==> src/rtl/ps2_pkg.sv <==
// Shared definitions for the PS/2 host transmit path: FSM states, error codes
// and the microsecond-to-cycle conversion used to size the timeout counter loads.
package ps2_pkg;

  typedef enum logic [2:0] {
    ST_IDLE,
    ST_INHIBIT,
    ST_REQ,
    ST_SHIFT,
    ST_ACK,
    ST_RELEASE
  } ps2_state_t;

  localparam logic [1:0] ERR_NONE   = 2'b00;
  localparam logic [1:0] ERR_START  = 2'b01;
  localparam logic [1:0] ERR_PACKET = 2'b10;
  localparam logic [1:0] ERR_NOACK  = 2'b11;

  localparam int TMR_W = 21;

  function automatic int unsigned us_to_cycles(input int unsigned clk_hz,
                                               input int unsigned us);
    return (clk_hz / 1_000_000) * us;
  endfunction

endpackage

==> src/rtl/ps2_line_sync.sv <==
// Two-flop synchronizers for the raw PS2_CLK / PS2_DATA pins plus a one-cycle
// strobe on each falling edge of the synchronized clock line.
module ps2_line_sync (
  input  logic clk,
  input  logic rst_n,
  input  logic clk_pin,
  input  logic data_pin,
  output logic clk_s,
  output logic data_s,
  output logic fall
);

  logic [1:0] clk_ff;
  logic [1:0] data_ff;
  logic       clk_prev;

  // Flops reset to the idle (pulled-up) bus level so no spurious fall appears.
  always_ff @(posedge clk) begin
    if (!rst_n) begin
      clk_ff   <= 2'b11;
      data_ff  <= 2'b11;
      clk_prev <= 1'b1;
    end else begin
      clk_ff   <= {clk_ff[0], clk_pin};
      data_ff  <= {data_ff[0], data_pin};
      clk_prev <= clk_ff[1];
    end
  end

  assign clk_s  = clk_ff[1];
  assign data_s = data_ff[1];
  assign fall   = clk_prev & ~clk_ff[1];

endmodule

==> src/rtl/ps2_host_tx.sv <==
// PS/2 host-to-device command transmitter (request-to-send, open-collector OEs).
// Define PS2_HOST_TX_RETRY_EN to retry once after a missing ACK or packet timeout.
module ps2_host_tx #(
  parameter int unsigned CLK_FREQ_HZ       = 100_000_000,
  parameter int unsigned INHIBIT_US        = 100,
  parameter int unsigned START_TIMEOUT_US  = 15000,
  parameter int unsigned PACKET_TIMEOUT_US = 2000
) (
  input  logic       clk,
  input  logic       rst_n,
  input  logic       tx_valid,
  input  logic [7:0] tx_data,
  output logic       tx_ready,
  output logic       busy,
  output logic       done,
  output logic       err,
  output logic [1:0] err_code,
  input  logic       ps2_clk_in,
  input  logic       ps2_data_in,
  output logic       ps2_clk_oe,
  output logic       ps2_data_oe
);
  import ps2_pkg::*;

  localparam logic [TMR_W-1:0] INHIBIT_LOAD =
    TMR_W'(us_to_cycles(CLK_FREQ_HZ, INHIBIT_US) - 1);
  localparam logic [TMR_W-1:0] START_LOAD =
    TMR_W'(us_to_cycles(CLK_FREQ_HZ, START_TIMEOUT_US) - 1);
  localparam logic [TMR_W-1:0] PACKET_LOAD =
    TMR_W'(us_to_cycles(CLK_FREQ_HZ, PACKET_TIMEOUT_US) - 1);

  ps2_state_t       state, state_next;
  logic             clk_s, data_s, fall;
  logic [TMR_W-1:0] tmr;
  logic             tmr_zero;
  logic [3:0]       bit_cnt;
  logic [2:0]       bit_idx;
  logic [7:0]       byte_q;
  logic             parity_q;
  logic             accept;
  logic             fail;
  logic [1:0]       fail_code;
  logic             err_set;
  logic             done_set;
`ifdef PS2_HOST_TX_RETRY_EN
  logic             retried;
  logic             retry_take;
`endif

  ps2_line_sync u_sync (
    .clk      (clk),
    .rst_n    (rst_n),
    .clk_pin  (ps2_clk_in),
    .data_pin (ps2_data_in),
    .clk_s    (clk_s),
    .data_s   (data_s),
    .fall     (fall)
  );

  assign tmr_zero = (tmr == '0);
  assign accept   = (state == ST_IDLE) && tx_valid;

  always_ff @(posedge clk) begin
    if (!rst_n) state <= ST_IDLE;
    else        state <= state_next;
  end

  // Timeout is checked before the fall strobe so expiry wins a same-cycle tie.
  always_comb begin
    state_next = state;
    fail       = 1'b0;
    fail_code  = ERR_NONE;
    done_set   = 1'b0;
    err_set    = 1'b0;
`ifdef PS2_HOST_TX_RETRY_EN
    retry_take = 1'b0;
`endif
    case (state)
      ST_IDLE:    if (tx_valid) state_next = ST_INHIBIT;
      ST_INHIBIT: if (tmr_zero) state_next = ST_REQ;
      ST_REQ: begin
        if (tmr_zero) begin
          fail      = 1'b1;
          fail_code = ERR_START;
        end else if (fall) begin
          state_next = ST_SHIFT;
        end
      end
      ST_SHIFT: begin
        if (tmr_zero) begin
          fail      = 1'b1;
          fail_code = ERR_PACKET;
        end else if (fall && bit_cnt == 4'd9) begin
          state_next = ST_ACK;
        end
      end
      ST_ACK: begin
        if (tmr_zero) begin
          fail      = 1'b1;
          fail_code = ERR_PACKET;
        end else if (fall) begin
          if (data_s) begin
            fail      = 1'b1;
            fail_code = ERR_NOACK;
          end else begin
            state_next = ST_RELEASE;
          end
        end
      end
      ST_RELEASE: begin
        if (clk_s && data_s) begin
          state_next = ST_IDLE;
          done_set   = 1'b1;
        end
      end
      default: state_next = ST_IDLE;
    endcase
    if (fail) begin
`ifdef PS2_HOST_TX_RETRY_EN
      if (!retried && fail_code != ERR_START) begin
        retry_take = 1'b1;
        state_next = ST_INHIBIT;
      end else begin
        err_set    = 1'b1;
        state_next = ST_IDLE;
      end
`else
      err_set    = 1'b1;
      state_next = ST_IDLE;
`endif
    end
  end

  // ACK entry keeps counting: the packet timeout spans both SHIFT and ACK.
  always_ff @(posedge clk) begin
    if (!rst_n) begin
      tmr      <= '0;
      bit_cnt  <= '0;
      done     <= 1'b0;
      err      <= 1'b0;
      err_code <= ERR_NONE;
    end else begin
      done <= done_set;
      err  <= err_set;
      if (accept)       err_code <= ERR_NONE;
      else if (err_set) err_code <= fail_code;

      if (state_next == ST_INHIBIT && state != ST_INHIBIT)    tmr <= INHIBIT_LOAD;
      else if (state_next == ST_REQ && state != ST_REQ)       tmr <= START_LOAD;
      else if (state_next == ST_SHIFT && state != ST_SHIFT)   tmr <= PACKET_LOAD;
      else if (!tmr_zero)                                     tmr <= tmr - TMR_W'(1);

      if (state_next == ST_INHIBIT)
        bit_cnt <= '0;
      else if (fall && (state == ST_REQ || state == ST_SHIFT) &&
               (state_next == ST_SHIFT || state_next == ST_ACK))
        bit_cnt <= bit_cnt + 4'd1;
    end
  end

  always_ff @(posedge clk) begin
    if (accept) begin
      byte_q   <= tx_data;
      parity_q <= ~^tx_data;
    end
  end

`ifdef PS2_HOST_TX_RETRY_EN
  always_ff @(posedge clk) begin
    if (!rst_n)          retried <= 1'b0;
    else if (accept)     retried <= 1'b0;
    else if (retry_take) retried <= 1'b1;
  end
`endif

  // Counter values 1..8 map to byte bits 0..7; value 8 wraps to index 7.
  assign bit_idx = bit_cnt[2:0] - 3'd1;

  always_comb begin
    ps2_clk_oe  = 1'b0;
    ps2_data_oe = 1'b0;
    case (state)
      ST_INHIBIT: ps2_clk_oe  = 1'b1;
      ST_REQ:     ps2_data_oe = 1'b1;
      ST_SHIFT: begin
        if (bit_cnt <= 4'd8)      ps2_data_oe = ~byte_q[bit_idx];
        else if (bit_cnt == 4'd9) ps2_data_oe = ~parity_q;
      end
      default: ;
    endcase
  end

  assign tx_ready = (state == ST_IDLE);
  assign busy     = ~tx_ready;

endmodule

==> config.mk <==
export PLATFORM = sky130hd
export DESIGN_NAME = ps2_host_tx
export DESIGN_NICKNAME = d
export VERILOG_FILES = /design/src/rtl/ps2_pkg.sv /design/src/rtl/ps2_line_sync.sv /design/src/rtl/ps2_host_tx.sv
export SDC_FILE = /design/constraint.sdc
export NUM_CORES = 1
export LEC_CHECK = 0
export ABC_AREA = 1
export BUFFER_PORTS_ARGS = -buffer_cell sky130_fd_sc_hd__buf_2
export CAP_MARGIN = 0
export CORE_ASPECT_RATIO = 0.7
export CORE_MARGIN = 10
export CORE_UTILIZATION = 47
export CTS_BUF_LIST = sky130_fd_sc_hd__clkbuf_4
export CTS_CLUSTER_SIZE = 20
export DETAILED_ROUTE_END_ITERATION = 12
export GPL_TIMING_DRIVEN = 0
export PLACE_DENSITY = 0.72
export SYNTH_ARGS = -nofsm -noshare
export SYNTH_HDL_FRONTEND = slang
export SYNTH_SLANG_ARGS = --single-unit
export TNS_END_PERCENT = 50
==> constraint.sdc <==
create_clock -name clk -period 5.6 [get_ports clk]
set_clock_uncertainty 0.15 [all_clocks]
set_input_delay 0.28 -clock clk [delete_from_list [all_inputs] [get_ports clk]]
set_output_delay 0.28 -clock clk [all_outputs]
set_load 0.05 [all_outputs]
After elaboration in Yosys (flattened, before gate mapping)
Cells that the tools add are included.
{"block": "op_classes", "reduce_logical": 20, "n_mux": 35, "n_eq_ne": 16, "order_cmp": 2, "add_sub_neg": 3, "bitwise": 6}
{"op": "$mux W21", "n": 3}
{"op": "$mux W3", "n": 11}
{"op": "$logic_not A21 Y1", "n": 1}
{"op": "$sub A21 B1 Y21 const B", "n": 1}
{"op": "$pmux W3 S6", "n": 1}
{"op": "$mux W14", "n": 1}
{"op": "$eq A3 B2 Y1 const B", "n": 4}
{"op": "$mux W1", "n": 11}
{"op": "$eq A3 B3 Y1 const B", "n": 3}
{"op": "$logic_and A1 B1 Y1", "n": 8}
{"op": "$mux W2", "n": 4}
{"op": "$reduce_or A2 Y1", "n": 4}
{"op": "$reduce_xnor A8 Y1", "n": 1}
{"op": "$eq A3 B1 Y1 const B", "n": 2}
{"op": "$ne A3 B1 Y1 const B", "n": 2}
{"op": "$ne A3 B2 Y1 const B", "n": 2}
{"op": "$pmux W2 S3", "n": 1}
{"op": "$not A1 Y1", "n": 5}
{"op": "$add A4 B1 Y4 const B", "n": 1}
{"op": "$eq A4 B4 Y1 const B", "n": 1}
{"op": "$le A4 B4 Y1 const B", "n": 1}
{"op": "$lt A3 B4 Y1 const B", "n": 1}
{"op": "$ne A4 B1 Y1 const B", "n": 1}
{"op": "$pmux W1 S2", "n": 2}
{"op": "9 further kinds", "n": 10}
{"block": "totals", "input_bits": 13, "reg_bits": 46, "out_inout_bits": 8}

Depth between registers and ports, before layout
Gate-level depths: netlist of run 1.
{"block": "logic_depth", "ltp_word": 12, "mapped_depth": 15}

Cells and area by module
From an unflattened synthesis of run 1, not the netlist that was laid out.
{"block": "hier_totals", "cells_unflattened": 307, "area_unflattened_um2": 2487.4}
{"mod": "ps2_host_tx", "area_per_inst_um2": 2342.2, "cells_each": 290, "seq_area_each_um2": 910.9, "n_inst": 1}
{"mod": "ps2_line_sync", "area_per_inst_um2": 145.1, "cells_each": 17, "seq_area_each_um2": 100.1, "n_inst": 1}

Least setup slack after synthesis of run 1
OpenSTA, ideal clock, no wires.
{"block": "synth_timing", "path_type": "reg-to-reg", "startpoint": "register state[0]", "endpoint": "register tmr[7]", "synth_period_minus_slack_ns": 2.418, "n_path_buf": 1, "path_slack_ns": 3.182, "arrival_time_ns": 2.152, "stages_incl_launch_ff": 12, "path_cell_list": "dfxtp_1 > buf_2 > nor2_1 > nand2_1 > nor2_1 > nor2_1 > nand3_2 > nand4_2 > nand2_1 > inv_2 > nand2_1 > nor2_1"}
{"block": "synth_between", "elab_chain_cells": 8, "word_cells_on_any_way": 30}
{"element": "start: declaration", "line": "ps2_host_tx.sv:32", "rtl": "ps2_state_t state, state_next;"}
{"element": "start signal: assignment", "line": "ps2_host_tx.sv:65", "rtl": "else state <= state_next;"}
{"element": "$mux W3", "line": "ps2_host_tx.sv:102", "rtl": "if (data_s) begin"}
{"element": "$mux W3", "line": "ps2_host_tx.sv:101", "rtl": "end else if (fall) begin"}
{"element": "$mux W3", "line": "ps2_host_tx.sv:98", "rtl": "if (tmr_zero) begin"}
{"element": "$pmux W3 S6", "line": "ps2_host_tx.sv:78", "rtl": "case (state)"}
{"element": "$mux W3", "line": "ps2_host_tx.sv:118", "rtl": "if (fail) begin"}
{"element": "$eq A3 B1 Y1 (tied with other cells)", "line": "ps2_host_tx.sv:148", "rtl": "if (state_next == ST_INHIBIT && state != ST_INHIBIT) tmr <= INHIBIT_LOAD;"}
{"element": "$logic_and A1 B1 Y1, on equally long branches", "line": "ps2_host_tx.sv:148, ps2_host_tx.sv:149, ps2_host_tx.sv:150"}
{"element": "$reduce_or A4 Y1 (no source line) (*)"}
{"element": "end signal: assignment", "line": "ps2_host_tx.sv:151", "rtl": "else if (!tmr_zero) tmr <= tmr - TMR_W'(1);"}
{"element": "end: declaration", "line": "ps2_host_tx.sv:34", "rtl": "logic [TMR_W-1:0] tmr;"}
Every way passes the cells marked *; elsewhere a longest branch is shown, timed or not.
A chain may end at the register's enable or synchronous reset.

Final worst setup path of run 1
{"block": "layout_timing", "startpoint": "register state[0]", "endpoint": "register tmr[16]"}
{"block": "layout_between", "elab_chain_cells": 8, "word_cells_on_any_way": 32}
{"element": "$mux W3", "line": "ps2_host_tx.sv:102"}
{"element": "$mux W3", "line": "ps2_host_tx.sv:101"}
{"element": "$mux W3", "line": "ps2_host_tx.sv:98"}
{"element": "$pmux W3 S6", "line": "ps2_host_tx.sv:78"}
{"element": "$mux W3", "line": "ps2_host_tx.sv:118"}
{"element": "$eq A3 B2 Y1 (tied with other cells)", "line": "ps2_host_tx.sv:150", "rtl": "else if (state_next == ST_SHIFT && state != ST_SHIFT) tmr <= PACKET_LOAD;"}
{"element": "$logic_and A1 B1 Y1, on equally long branches", "line": "ps2_host_tx.sv:150, ps2_host_tx.sv:148, ps2_host_tx.sv:149"}
{"element": "$ne A2 B1 Y1 (no source line) (tied with other cells)"}
Parallel ways exist; a longest one is shown, timed or not.

==> results of run 1 <==
## cell type report
cell class                 count  area, um2
clock buffer                   6       45.0
fill                         453       2120
buffer                         3       20.0
clock inverter                 2       8.76
timing repair buffer          30        200
inverter                      34        128
sequential                    46       1010
tap                           69       86.3
multi-input combinational    209       1190
## critical path: stages (launching register included)
cell     delay (ps)
dfxtp_1         320
buf_2           160
nor2_1          110
nand2_1          90
nor2_1          780
inv_1           240
nand2_1         330
inv_1           150
nand2_1         190
a21oi_1          60
## kinds of logic after synthesis
group,after synthesis,synth area share [%]
adder cells (fa/ha/maj),5,2.67
AO/OA/AOI/OAI,42,10.8
flip-flops,46,43.1
AND/OR/NAND/NOR,138,28.2
XOR/XNOR,23,8.58
buffers and inverters,37,6.29
multiplexers,1,0.426
## worst paths after layout
path | slack [ps] | endpoint | start | cells after the start
hold / removal | 20 | u_sync.clk_prev | rst_n | 2
setup reg to reg | 2920 | tmr[16] | state[0] | 9
setup / recovery | 2920 | tmr[16] | state[0] | 9
hold reg to reg | 280 | u_sync.clk_ff[1] | u_sync.clk_ff[0] | 1
## placed cells by master, fill, tap and decap left out, types with 2 or more instances in the layout
master / netlist / final
a211oi_1: 2 / 2
nor3_1: 5 / 5
nor3_2: 3 / 3
a31oi_1: 3 / 3
xnor2_1: 12 / 12
a221oi_1: 3 / 3
nand4_1: 3 / 3
o21a_1: 2 / 2
inv_2: 7 / 8
nor2_1: 42 / 42
nor2_2: 6 / 6
inv_1: 27 / 27
edfxtp_1: 9 / 9
nand2_1: 43 / 43
nand2_2: 3 / 3
dfxtp_1: 37 / 37
nand3_2: 2 / 2
clkbuf_4: 0 / 6
a21oi_1: 19 / 19
o21ai_0: 5 / 5
o21ai_1: 3 / 3
nand3_1: 20 / 20
dlygate4sd3_1: 0 / 10
xor2_1: 11 / 11
ha_1: 5 / 5
buf_2: 1 / 21
or2_2: 6 / 6
## Yosys cell counts (3+ instances only)
library cell / number / area, um2
nor2_2: 6 / 37.5
nor3_2: 3 / 30.0
nand3_1: 20 / 100
a221oi_1: 3 / 26.3
nor2_1: 42 / 158
or2_2: 6 / 37.5
a21oi_1: 19 / 95.1
o21ai_0: 5 / 25.0
nand4_1: 3 / 18.8
nand2_1: 43 / 161
nor3_1: 5 / 25.0
inv_1: 27 / 101
edfxtp_1: 9 / 270
xnor2_1: 12 / 105
xor2_1: 11 / 96.3
ha_1: 5 / 62.6
o21ai_1: 3 / 15.0
inv_2: 7 / 26.3
a31oi_1: 3 / 18.8
nand2_2: 3 / 18.8
dfxtp_1: 37 / 741
## metrics by stage
stage	area (um2)	hold WS, ps	total power (uW)	std cells
3_5_place_dp	2530	247	600	381
6_report	2690	18.0	756	399
2_1_floorplan	2350	199	556	292
5_1_grt	2690	1.44	801	399
3_3_place_gp	2530	244	597	381
4_1_cts	2690	6.43	758	399
## per-layer routing
layer,part of all wire (%),GRT usage [%],wire [um]
met5,0,0,0
met4,0.78,3.74,41
met3,5.6,2.66,295
met2,42,18.4,2210
met1,52,17.8,2720
## flip-flops by register name, indices dropped and copies added (netlist names), 2 cells and up
name / count
tmr: 21
byte_q: 8
bit_cnt: 4
state: 3
err_code: 2
u_sync.clk_ff: 2
u_sync.data_ff: 2
## report_power, final
part | total (uW) | switching (uW) | internal [uW]
clock | 156 | 103 | 52.6
sequential | 392 | 23.3 | 368
combinational | 208 | 127 | 81.0
## what timing repair did
action	CTS	global route
hold buffers	10	0
gates resized for setup	0	0
setup buffers	0	0
hold endpoints to repair	10	0
==> impl_metrics.py, run 1 <==
metrics = {
    "logic_synthesis": {
        "synth_nets": 310,
        "synthesis.area_per_instance_um2": 8.04,
        "synth-main-ff-cell": "dfxtp_1",
        "yosys_cell_types": 38,
        "synthCells": 292,
        "syn_area_mm2": 0.00235,
        "yosys_warnings": 0,
        "async_flop_share_pct": 0,
        "synth_edf_count": 9,
        "synth_sequential_area_ratio_pct": 43.1,
        "ys_seq_elements": 46,
    },
    "critical_path": {
        "arr_time_crit_path_ps": 2780,
        "worstPathRequired_ps": 5700,
        "critical_path_class": "reg2reg",
        "endpoint_kind": "register",
        "worstSetupStartpointType": "register",
        "critical_path_peak_fanout": 12,
    },
    "grt": {
        "gr-total-overflow": 0,
        "number_of_global_route_vias_before_repair": 1801,
        "grt_max_degree": 14,
        "global_route_wire_length_before_repair_mm": 8.63,
        "grt_antenna_before_repair": 0,
        "grt.total_usage_pct": 12.5,
    },
    "sta": {
        "grt_setup_unrepaired": "false",
        "timing.final.hold_violations": 0,
        "max_slew_headroom_pct": 31.8,
        "worst-slew-pin-transition_ps": 1020,
        "period_share_pct": 47.9,
        "final-setup-viol-count": 0,
        "period_minus_slack_ps": 2680,
        "post_route_setup_tns_ps": 0,
        "clock.fmax_mhz": 373,
        "drv_slew": 0,
        "final.setup.worst_slack_ps": 2920,
    },
    "route": {
        "drc": 0,
        "routed_wl_mm": 5.26,
        "drtAntennaViolNets": 0,
        "post_drt_wl_per_cell_um": 13.2,
        "via_count": 2009,
        "drt_iter0_markers": 165,
        "drt_first_pass_iters": 4,
        "vias_per_instance": 5.04,
    },
    "placement": {
        "place_ws_ps": 2920,
        "io_buffer_count": 20,
        "routabilityCongestion": 0.863,
        "post-dp-hpwl_mm": 3.95,
    },
    "clocking": {
        "cts_buffers": 5,
        "cts_max_level": 2,
        "cts.clk_slew.worst_paths_ps": 120,
        "cts-root-to-sink-buffers": 2,
        "cts_tree": "built",
        "root_buffer": "clkbuf_4",
        "numClockSinks": 46,
        "clk-insertion-delay-late_ps": 360,
    },
    "die": {
        "floorplan.initialDensity_pct": 48.8,
        "die_h_um": 79.1,
        "die_width_um": 104,
        "core-area_mm2": 0.00481,
        "floorplan.io_pins": 21,
        "count_of_standard_cell_rows": 21,
        "die_area_mm2": 0.00827,
    },
    "layout": {
        "final_nets": 347,
        "fraction_of_layout_cells_with_a_size_suffix_above_1_pct": 18.5,
        "antenna-diode-count": 0,
        "finalCoreUtilization_pct": 55.9,
        "area.growth.synth_to_final_pct": 14.5,
    },
    "power": {
        "worst_ir_drop_vdd_mv": 0.155,
        "power_density_mw_per_mm2": 281,
        "static-leakage-power_uw": 0.00116,
    },
    "flow_run": {
        "cap_viol_max_count": 0,
    },
    "run_status": {
        "status": "complete, no violations",
    },
    "hold_path": {
        "worst_hold_class": "in2reg",
    },
}
Note: power is estimated with default switching activity, not from simulation.
==> run 2, diff against run 1 <==
--- a/config.mk
+++ b/config.mk
@@ -15,7 +15,7 @@
 export CTS_CLUSTER_SIZE = 20
 export DETAILED_ROUTE_END_ITERATION = 12
 export GPL_TIMING_DRIVEN = 0
-export PLACE_DENSITY = 0.72
+export PLACE_DENSITY = 0.75
 export SYNTH_ARGS = -nofsm -noshare
 export SYNTH_HDL_FRONTEND = slang
 export SYNTH_SLANG_ARGS = --single-unit
==> constraint.sdc (replaced) <==
create_clock -name clk -period 2.2 [get_ports clk]
set_clock_uncertainty 0.15 [all_clocks]
set_input_delay 0.11 -clock clk [delete_from_list [all_inputs] [get_ports clk]]
set_output_delay 0.11 -clock clk [all_outputs]
set_load 0.05 [all_outputs]
==> impl_metrics.py, run 2 (synthesized netlist as in run 1, its figures left out) <==
metrics = {
    "placement": {
        "place_ws_ps": -224,
        "io_buffer_count": 20,
        "post-dp-hpwl_mm": 3.85,
        "routabilityCongestion": 0.895,
    },
    "critical_path": {
        "critical_path_class": "reg2out",
        "arr_time_crit_path_ps": 1920,
        "worstPathRequired_ps": 1940,
        "endpoint_kind": "primary output",
        "critical_path_peak_fanout": 5,
        "worstSetupStartpointType": "register",
    },
    "grt": {
        "grt_max_degree": 17,
        "grt_antenna_before_repair": 0,
        "grt.total_usage_pct": 13.3,
        "gr-total-overflow": 0,
        "global_route_wire_length_before_repair_mm": 9.22,
        "number_of_global_route_vias_before_repair": 1877,
    },
    "die": {
        "count_of_standard_cell_rows": 21,
        "floorplan.initialDensity_pct": 48.8,
        "die_area_mm2": 0.00827,
        "die_width_um": 104,
        "floorplan.io_pins": 21,
        "die_h_um": 79.1,
        "core-area_mm2": 0.00481,
    },
    "clocking": {
        "numClockSinks": 46,
        "clk-insertion-delay-late_ps": 360,
        "cts_tree": "built",
        "cts_buffers": 5,
        "root_buffer": "clkbuf_4",
        "cts-root-to-sink-buffers": 2,
        "cts.clk_slew.worst_paths_ps": 150,
        "cts_max_level": 2,
    },
    "layout": {
        "fraction_of_layout_cells_with_a_size_suffix_above_1_pct": 28.7,
        "area.growth.synth_to_final_pct": 26.4,
        "filler_cell_count": 390,
        "flip_flop_count_of_the_largest_register_all_copies_and_words_added": 21,
        "regMostFlops": "tmr",
        "antenna-diode-count": 0,
        "final_nets": 358,
        "top_regs": "tmr: 21 flops, byte_q: 8 flops, bit_cnt: 4 flops",
        "layout_common_cells": "nor2_1, nand2_1, dfxtp_1, inv_1, buf_2",
    },
    "flow_run": {
        "cap_viol_max_count": 0,
    },
    "hold_path": {
        "worst_hold_class": "in2reg",
    },
    "power": {
        "static-leakage-power_uw": 0.00126,
        "worst_ir_drop_vdd_mv": 0.293,
        "power_density_mw_per_mm2": 687,
    },
    "route": {
        "post_drt_wl_per_cell_um": 14.0,
        "via_count": 2115,
        "drtAntennaViolNets": 0,
        "drt_first_pass_iters": 5,
        "vias_per_instance": 5.16,
        "routed_wl_mm": 5.75,
        "drt_iter0_markers": 215,
        "drc": 0,
    },
    "sta": {
        "worst-slew-pin-transition_ps": 563,
        "final-setup-viol-count": 0,
        "drv_slew": 0,
        "period_share_pct": 99.3,
        "timing.final.hold_violations": 0,
        "max_slew_headroom_pct": 62.5,
        "post_route_setup_tns_ps": 0,
        "final.setup.worst_slack_ps": 15.5,
        "clock.fmax_mhz": 458,
        "grt_setup_unrepaired": "true",
        "period_minus_slack_ps": 2180,
    },
    "run_status": {
        "status": "complete, no violations",
    },
}
[run 2: changes by cell type in the layout (fill, tap and decap cells not counted), sizes merged]
| cell | previous run | this run |
|---|---|---|
| clkinv | 1 | 0 |
| clkinvlp | 0 | 3 |
| dlygate4sd3 | 10 | 11 |
| inv | 35 | 34 |
| clkbuf | 7 | 6 |
| buf | 22 | 32 |
[run 2: layout make-up]
cell class	instances	area, um2	share of cell area [%]
Inverter	34	131	4.43
Tap cell	69	86.3	2.91
Multi-Input combinational cell	209	1350	45.5
Timing Repair Buffer	41	292	9.82
Clock inverter	3	23.8	0.801
Buffer	3	23.8	0.801
Clock buffer	5	37.5	1.26
Sequential cell	46	1020	34.5
[run 2: worst max-delay path, stage by stage (launching register included)]
cell and delay (ps):
dfxtp_4 400, clkinvlp_4 150, ha_4 340, o21ai_2 60
o221ai_1 180, o211ai_1 120, nand3_1 80, nand2_1 80
buf_6 160
[run 2: per-stage QoR]
step | util [%] | instance area, um2 | hold slack, ps | instances | total power, uW
final | 61.7 | 2970 | 93.2 | 410 | 2040
after global routing | 61.7 | 2970 | 83.3 | 410 | 2180
after CTS | 58.3 | 2810 | 37.2 | 404 | 1970
after detailed placement | 53.0 | 2550 | 149 | 381 | 1530
after global placement | 53.0 | 2550 | 148 | 381 | 1520
after floorplan | - | 2360 | 28.9 | 292 | 1420
[run 2: final timing paths]
| check | depth (start not counted) | startpoint | to | slack (ps) |
|---|---|---|---|---|
| max reg2reg | 12 | state[0] | bit_cnt[3] | 60 |
| min reg2reg | 1 | u_sync.clk_ff[0] | u_sync.clk_ff[1] | 280 |
| max | 8 | bit_cnt[0] | ps2_data_oe | 20 |
| min | 5 | tx_valid | tmr[8] | 90 |
[run 2: timing repair]
item,CTS,global route
endpoints found under the hold margin,13,0
resized for setup,11,33
pin swaps,2,14
buffers inserted,4,6
setup endpoints to repair,18,21
hold buffers,11,0
[run 2: power breakdown]
group	internal (uW)	total, uW	switching (uW)
registers	938	1000	62.6
clock network	128	424	295
logic	249	614	365
total	1320	2040	723
[run 2: routing by layer]
layer | track usage, % | routed length, um | up-vias | share of wire (%)
met1 | 19.8 | 2900 | 969 | 50
met5 | 0 | 0 | - | 0
met4 | 3.32 | 41 | 0 | 0.71
met3 | 4.76 | 468 | 2 | 8.1
met2 | 17.4 | 2340 | 79 | 41
li1 | - | - | 1065 | -
